### config.mk
export PLATFORM = sky130hd
export DESIGN_NAME = hazard_detection_unit
export DESIGN_NICKNAME = d
export VERILOG_FILES = /design/src/rtl/pipeline_pkg.sv /design/src/rtl/sat_counter.sv /design/src/rtl/hazard_detection_unit.sv
export SDC_FILE = /design/constraint.sdc
export NUM_CORES = 1
export LEC_CHECK = 0
export CORE_AREA = 2 2 40 42
export DETAILED_ROUTE_END_ITERATION = 8
export DIE_AREA = 0 0 42 44
export HOLD_SLACK_MARGIN = 0.15
export PLACE_DENSITY = 0.69
export REMOVE_ABC_BUFFERS = 1
export SLEW_MARGIN = 10
export SYNTH_ARGS = -nofsm -noshare
export SYNTH_HDL_FRONTEND = slang
export SYNTH_SLANG_ARGS = --single-unit
### constraint.sdc
create_clock -name clk -period 1.7 [get_ports clk]
set_input_delay 0.425 -clock clk [delete_from_list [all_inputs] [get_ports clk]]
set_output_delay 0.425 -clock clk [all_outputs]
set_load 0.005 [all_outputs]
### src/rtl/pipeline_pkg.sv
// Shared pipeline definitions: hazard-unit state encoding and register-file constants.
package pipeline_pkg;

  localparam int REG_W = 5;
  localparam logic [REG_W-1:0] REG_ZERO = 5'd0;

  typedef enum logic {
    RUN      = 1'b0,
    LU_STALL = 1'b1
  } hazard_state_e;

endpackage

### src/rtl/sat_counter.sv
// Saturating event counter: increments on inc, sticks at all-ones, clears on reset.
module sat_counter #(
  parameter int COUNT_W = 16
) (
  input  logic               clk,
  input  logic               rst_n,
  input  logic               inc,
  output logic [COUNT_W-1:0] q
);

  logic [COUNT_W-1:0] r_q;

  always_ff @(posedge clk or negedge rst_n) begin
    if (!rst_n) begin
      r_q <= '0;
    end else if (inc && (r_q != '1)) begin
      r_q <= r_q + 1'b1;
    end
  end

  assign q = r_q;

endmodule

### src/rtl/hazard_detection_unit.sv
// ID-stage hazard controller: load-use stalls, taken-branch flushes, memory-wait freezes.
// Optional perf counters (StallCount/FlushCount) are built when HAZARD_PERF_EN is defined.
module hazard_detection_unit
  import pipeline_pkg::*;
#(
  parameter int LOAD_STALL_CYCLES = 1,
  parameter int COUNT_W           = 16
) (
  input  logic               clk,
  input  logic               rst_n,
  input  logic [REG_W-1:0]   IF_ID_RegisterRs,
  input  logic [REG_W-1:0]   IF_ID_RegisterRt,
  input  logic               IF_ID_UsesRt,
  input  logic               ID_EX_MemRead,
  input  logic [REG_W-1:0]   ID_EX_RegisterRt,
  input  logic               EX_BranchTaken,
  input  logic               MEM_Busy,
  output logic               PCWrite,
  output logic               IF_ID_Write,
  output logic               IF_ID_Flush,
  output logic               ID_EX_Bubble,
`ifdef HAZARD_PERF_EN
  output logic               PipeFreeze,
  output logic [COUNT_W-1:0] StallCount,
  output logic [COUNT_W-1:0] FlushCount
`else
  output logic               PipeFreeze
`endif
);

  localparam logic [2:0] LU_REM = 3'(LOAD_STALL_CYCLES - 1);

  hazard_state_e r_state;
  hazard_state_e w_next_state;
  logic [2:0]    r_rem;
  logic [2:0]    w_next_rem;

  logic w_lu;
  logic w_pc;
  logic w_ifid;
  logic w_flush;
  logic w_bub;
  logic w_frz;

  assign w_lu = ID_EX_MemRead && (ID_EX_RegisterRt != REG_ZERO) &&
                ((ID_EX_RegisterRt == IF_ID_RegisterRs) ||
                 (IF_ID_UsesRt && (ID_EX_RegisterRt == IF_ID_RegisterRt)));

  always_comb begin
    w_pc         = 1'b1;
    w_ifid       = 1'b1;
    w_flush      = 1'b0;
    w_bub        = 1'b0;
    w_frz        = 1'b0;
    w_next_state = r_state;
    w_next_rem   = r_rem;
    if (MEM_Busy) begin
      w_pc   = 1'b0;
      w_ifid = 1'b0;
      w_frz  = 1'b1;
    end else if (r_state == LU_STALL) begin
      // EX holds a bubble here, so neither branch nor lu can be meaningful
      w_pc   = 1'b0;
      w_ifid = 1'b0;
      w_bub  = 1'b1;
      w_next_rem = r_rem - 3'd1;
      if (r_rem <= 3'd1) begin
        w_next_state = RUN;
        w_next_rem   = 3'd0;
      end
    end else if (EX_BranchTaken) begin
      w_flush = 1'b1;
      w_bub   = 1'b1;
      w_next_state = RUN;
    end else if (w_lu) begin
      w_pc   = 1'b0;
      w_ifid = 1'b0;
      w_bub  = 1'b1;
      if (LOAD_STALL_CYCLES > 1) begin
        w_next_state = LU_STALL;
        w_next_rem   = LU_REM;
      end
    end
  end

  always_ff @(posedge clk or negedge rst_n) begin
    if (!rst_n) begin
      r_state <= RUN;
      r_rem   <= 3'd0;
    end else begin
      r_state <= w_next_state;
      r_rem   <= w_next_rem;
    end
  end

  // Controls are forced low for as long as reset is held
  assign PCWrite      = rst_n & w_pc;
  assign IF_ID_Write  = rst_n & w_ifid;
  assign IF_ID_Flush  = rst_n & w_flush;
  assign ID_EX_Bubble = rst_n & w_bub;
  assign PipeFreeze   = rst_n & w_frz;

`ifndef SYNTHESIS
  always_ff @(posedge clk) begin
    if (rst_n && !MEM_Busy && (r_state == LU_STALL)) begin
      assert (!EX_BranchTaken);
    end
  end
`endif

`ifdef HAZARD_PERF_EN
  logic w_stall_inc;
  logic w_flush_inc;

  assign w_stall_inc = !MEM_Busy && w_bub && !w_flush;
  assign w_flush_inc = !MEM_Busy && w_flush;

  sat_counter #(.COUNT_W(COUNT_W)) u_stall_cnt (
    .clk   (clk),
    .rst_n (rst_n),
    .inc   (w_stall_inc),
    .q     (StallCount)
  );

  sat_counter #(.COUNT_W(COUNT_W)) u_flush_cnt (
    .clk   (clk),
    .rst_n (rst_n),
    .inc   (w_flush_inc),
    .q     (FlushCount)
  );
`else
  logic w_unused_cfg;
  assign w_unused_cfg = (COUNT_W > 0);
`endif

endmodule

## Word level (Yosys, flattened, before mapping)

Cells that the tools add are included.

| word-level totals | value |
|---|---|
| bits in registers | 4 |
| input port bits | 21 |
| output and inout port bits | 5 |
| word-level logic and storage cells | 32 |

| operators by class | value |
|---|---|
| $add $sub $neg | 1 |
| $lt $le $gt $ge | 1 |
| eq/ne operators | 2 |
| muxes and demuxes | 15 |
| bitwise logic cells | 5 |
| reduce and logical (&&, ||, !) cells | 6 |

Operators by type and width:

| operator | number |
|---|---|
| two-way mux 1 bit | 14 |
| equality test 5 bit | 2 |
| nonzero test 5 bit | 1 |
| bitwise AND 1 bit | 4 |
| less-or-equal comparator 3 x 1 -> 1 bit (second input constant) | 1 |
| logical AND 1 bit | 3 |
| two-way mux 3 bit | 1 |
| subtractor 3 x 1 -> 3 bit (second input constant) | 1 |
| AND reduction 2 bit | 1 |
| logical OR 1 bit | 1 |
| inverter 1 bit | 1 |

## Depth between registers and ports, before layout

| depth | value |
|---|---|
| depth in word-level cells | 9 |
| depth in mapped cells | 5 |
| gate-level depth less buffers | 5 |

## Worst setup path before layout

No wires, ideal clock.

| timing | value |
|---|---|
| path type | input to output |
| start point | in ID_EX_RegisterRt[3] |
| end point | out PCWrite |
| data arrival time | 1.396 ns |
| required time | 1.275 ns |
| setup slack | -0.121 ns |
| cell stages on the path | 5 |
| path buffers | 1 |
| cell sequence | xor2_1 > nor4_2 > a32oi_1 > o31a_1 > buf_4 |

| on the way | value |
|---|---|
| longest elaborated chain between the ends | 9 |
| elaborated cells between the ends (all ways) | 12 |
| those cells by class | eq/ne (2); mux (4); bitwise (1); reduce/logical (5) |

RTL lines:

| element | RTL line | text |
|---|---|---|
| start: declaration | hazard_detection_unit.sv:15 | `input logic [REG_W-1:0] ID_EX_RegisterRt,` |
| equality test 5 bit | hazard_detection_unit.sv:47 | `(IF_ID_UsesRt && (ID_EX_RegisterRt == IF_ID_RegisterRt)));` |
| logical AND 1 bit | hazard_detection_unit.sv:47 |  |
| logical OR 1 bit | hazard_detection_unit.sv:46 | `((ID_EX_RegisterRt == IF_ID_RegisterRs) \|\|` |
| logical AND 1 bit * | hazard_detection_unit.sv:45 | `assign w_lu = ID_EX_MemRead && (ID_EX_RegisterRt != REG_ZERO) &&` |
| two-way mux 1 bit * (4 in series) | -- |  |
| bitwise AND 1 bit * | -- |  |
| end: declaration | hazard_detection_unit.sv:18 | `output logic PCWrite,` |

Every way passes the cells marked *; elsewhere a longest branch is shown, timed or not.

## Worst setup path in the final report

| timing | value |
|---|---|
| start point | in ID_EX_RegisterRt[2] |
| end point | out IF_ID_Write |

| on the way | value |
|---|---|
| longest elaborated chain between the ends | 9 |
| elaborated cells between the ends (all ways) | 12 |
| those cells by class | eq/ne (2); mux (4); bitwise (1); reduce/logical (5) |

RTL lines:

| element | RTL line | text |
|---|---|---|
| equality test 5 bit | hazard_detection_unit.sv:47 |  |
| logical AND 1 bit | hazard_detection_unit.sv:47 |  |
| logical OR 1 bit | hazard_detection_unit.sv:46 |  |
| logical AND 1 bit * | hazard_detection_unit.sv:45 |  |
| two-way mux 1 bit * | hazard_detection_unit.sv:75 | `end else if (w_lu) begin` |
| two-way mux 1 bit * | hazard_detection_unit.sv:71 | `end else if (EX_BranchTaken) begin` |
| two-way mux 1 bit * | hazard_detection_unit.sv:61 | `end else if (r_state == LU_STALL) begin` |
| two-way mux 1 bit * | hazard_detection_unit.sv:57 | `if (MEM_Busy) begin` |
| bitwise AND 1 bit * | hazard_detection_unit.sv:98 | `assign IF_ID_Write = rst_n & w_ifid;` |
| end: declaration | hazard_detection_unit.sv:19 | `output logic IF_ID_Write,` |

Marked as above.

==> results.sh <==
export IMPL_setup_viol=3
export IMPL_synth_area_leaders="dfrtp_1, xor2_1, o21ai_0"
export IMPL_ys_types=22
export IMPL_numCtsBuffers=3
export IMPL_wire_per_inst_um=10.6
export IMPL_end_kind="output port"
export IMPL_critical_path_cell_chain="buf_6, buf_6, xor2_2, nor4_2, a32oi_1, buf_4, o31a_1, buf_2"
export IMPL_drive_above_1_share_pct=31.4
export IMPL_synthCells=49
export IMPL_grtUsageTotal_pct=13.9
export IMPL_clk_pin_slew_worst_paths_ps=40
export IMPL_synth_cell_area_um2=407
export IMPL_path_class="input pin to output port"
export IMPL_min_period_ps=2150
export IMPL_overflow=0
export IMPL_utilization_pct=53.7
export IMPL_outcome="finished, violations left"
export IMPL_cap_violations=0
export IMPL_grt_pass1_vias=471
export IMPL_cts_root_buf="clkbuf_4"
export IMPL_slowest_stage="nor4_2"
export IMPL_gp_congestion=0.820
export IMPL_powerDensity_nw_per_um2=417
export IMPL_cp_common_cell="buf_6"
export IMPL_synth_top_area_cell="dfrtp_1"
export IMPL_n_antenna_cell=0
export IMPL_dr_pass1_iters=4
export IMPL_setup_tns_ps=-1320
export IMPL_ys_ff_latch=4
export IMPL_ys_warn_count=0
export IMPL_io_pins=26
export IMPL_core_um2=1420
export IMPL_r2r_start="r_rem[1]"
export IMPL_timing_hold_violations_final=0
export IMPL_violations="negative setup slack"
export IMPL_fin_skew_ps=4.03
export IMPL_vias=467
export IMPL_hp_class="input pin to asynchronous set/reset pin"
export IMPL_dieArea_um2=1850
export IMPL_die_y_um=44
export IMPL_cts_buffer_depth=2
export IMPL_startpoint="ID_EX_RegisterRt[2]"
export IMPL_arrival_ps=1720
export IMPL_max_stage_delay_ps=290
export IMPL_fin_crit_sh_pct=126
export IMPL_cts_sinks=4
export IMPL_p_leak_nw=0.369
export IMPL_worst_slack_ps=-446
export IMPL_placement_rows=14
export IMPL_fin_cells=102
export IMPL_drt_initial_drc_count=2
export IMPL_ir_drop_mv=0.249
export IMPL_worst_slew_pin_slew_ps=227
export IMPL_clk_latency_ps=230
export IMPL_drt_total_wl_um=1080
export IMPL_ant_nets=0
export IMPL_syn2layout_area_growth_pct=87.4
export IMPL_die_w_um=42
export IMPL_start_util_pct=28.7
export IMPL_max_clock_freq_ghz=0.466
export IMPL_drc_errors=0
export IMPL_tritoncts="yes"
export IMPL_grt_pass1_wl_um=1880
export IMPL_grt_setup_unrepaired="yes"
export IMPL_critPathLaunchType="input pin"
export IMPL_drv_slew=0
export IMPL_hpwl_um=876
export IMPL_nets=111
export IMPL_synth_avg_cell_area_um2=8.30
export IMPL_cp_max_fo=2
export IMPL_slew_headroom_pct=84.7
export IMPL_required_ps=1270
export IMPL_yosysTopAreaCellShare_pct=24.6
export IMPL_via_per_inst=4.58
export IMPL_final_cell_mix="buf_4, xor2_1, dlygate4sd2_1"
export IMPL_grt_start_max_net_pins=6
export IMPL_dp_cells=95
export IMPL_ctsHoldBuffers=0
export IMPL_portBuffers=25
export IMPL_final_common_cell="buf_4"
export IMPL_antenna_found_initial=0
export IMPL_ys_seq_area_share_pct=24.6
export IMPL_htreeDepth=1
worst paths after layout:
path                                to  slack [ps]  cells after the start
max                        IF_ID_Write        -450                      8
min                            r_state         200                      2
max reg2reg                   r_rem[0]         490                      5
min reg2reg                   r_rem[0]         540                      1
max in group asynchronous     r_rem[1]        1400                      2
min in group clk              r_rem[0]         540                      1
power by group:
| group | switching (W) | internal (W) | leakage, nW |
|---|---|---|---|
| Sequential | 0 | 0.0000958 | 0.0507 |
| Clock | 0.0000332 | 0.0000786 | 0.0138 |
| Combinational | 0.0000397 | 0.0000707 | 0.304 |
cell type report:
cell class	instances	area (µm²)
clock buffers	3	22.5
fillers	130	657
inverters	3	11.3
multi-input cells	41	317
flip-flops and latches	4	100
well taps	16	20.0
repair buffers	35	292
through the flow:
| step | hold slack, ps | total power [W] | cell area (µm²) | setup slack [ps] |
|---|---|---|---|---|
| 3_5_place_dp | 536 | 0.000208 | 714 | -1030 |
| 4_1_cts | 218 | 0.000325 | 761 | -433 |
| 5_1_grt | 196 | 0.000345 | 762 | -523 |
| 3_3_place_gp | 525 | 0.000208 | 714 | -1020 |
| 2_1_floorplan | 129 | 0.000127 | 399 | 0.321 |
| 6_report | 197 | 0.000318 | 762 | -446 |
state kept, by name, indices dropped and copies added, names as in the netlist:
name     flops
r_rem        3
r_state      1
worst max-delay path: cells and delay by family:
kind,cells,cell delay (ps)
AO/OA/AOI/OAI,2,380
buffers and inverters,4,490
AND/OR/NAND/NOR,1,290
XOR/XNOR,1,140
timing repair:
action	4_1_cts	5_1_grt
endpoints found under the hold margin	0	0
endpoints found under the setup margin	5	4
buffers inserted	3	1
gates resized for setup	49	5
pin swaps	6	0
cell families after synthesis:
kind of cell / Yosys count / synth area share, %
simple gates: 15 / 21.8
compound gates: 14 / 21.2
xor+xnor: 10 / 21.5
buf+inv: 4 / 4.62
flops: 4 / 24.6
fa+ha+maj: 2 / 6.15
synth_stat cells:
library cell	number
nand3_1	1
nor2_1	2
and3_1	1
or4_1	1
and2_1	2
a21o_1	1
ha_1	2
nand2b_1	1
nor2b_1	3
dfrtp_1	4
o21ai_0	6
nor4_2	1
a32oi_1	1
nor3_1	1
nand2_1	2
xor2_1	9
o211ai_1	1
a21oi_1	3
xnor2_1	1
inv_1	3
o31a_1	2
buf_4	1
routing by layer:
layer | up-vias | GRT usage (%) | share of wire (%)
met5 | - | 0 | 0
met4 | 0 | 7.74 | 0
met3 | 0 | 5.83 | 9.0
met2 | 22 | 20.9 | 45
met1 | 196 | 16.8 | 46
li1 | 249 | - | -
(Power assumes the default switching activity.)
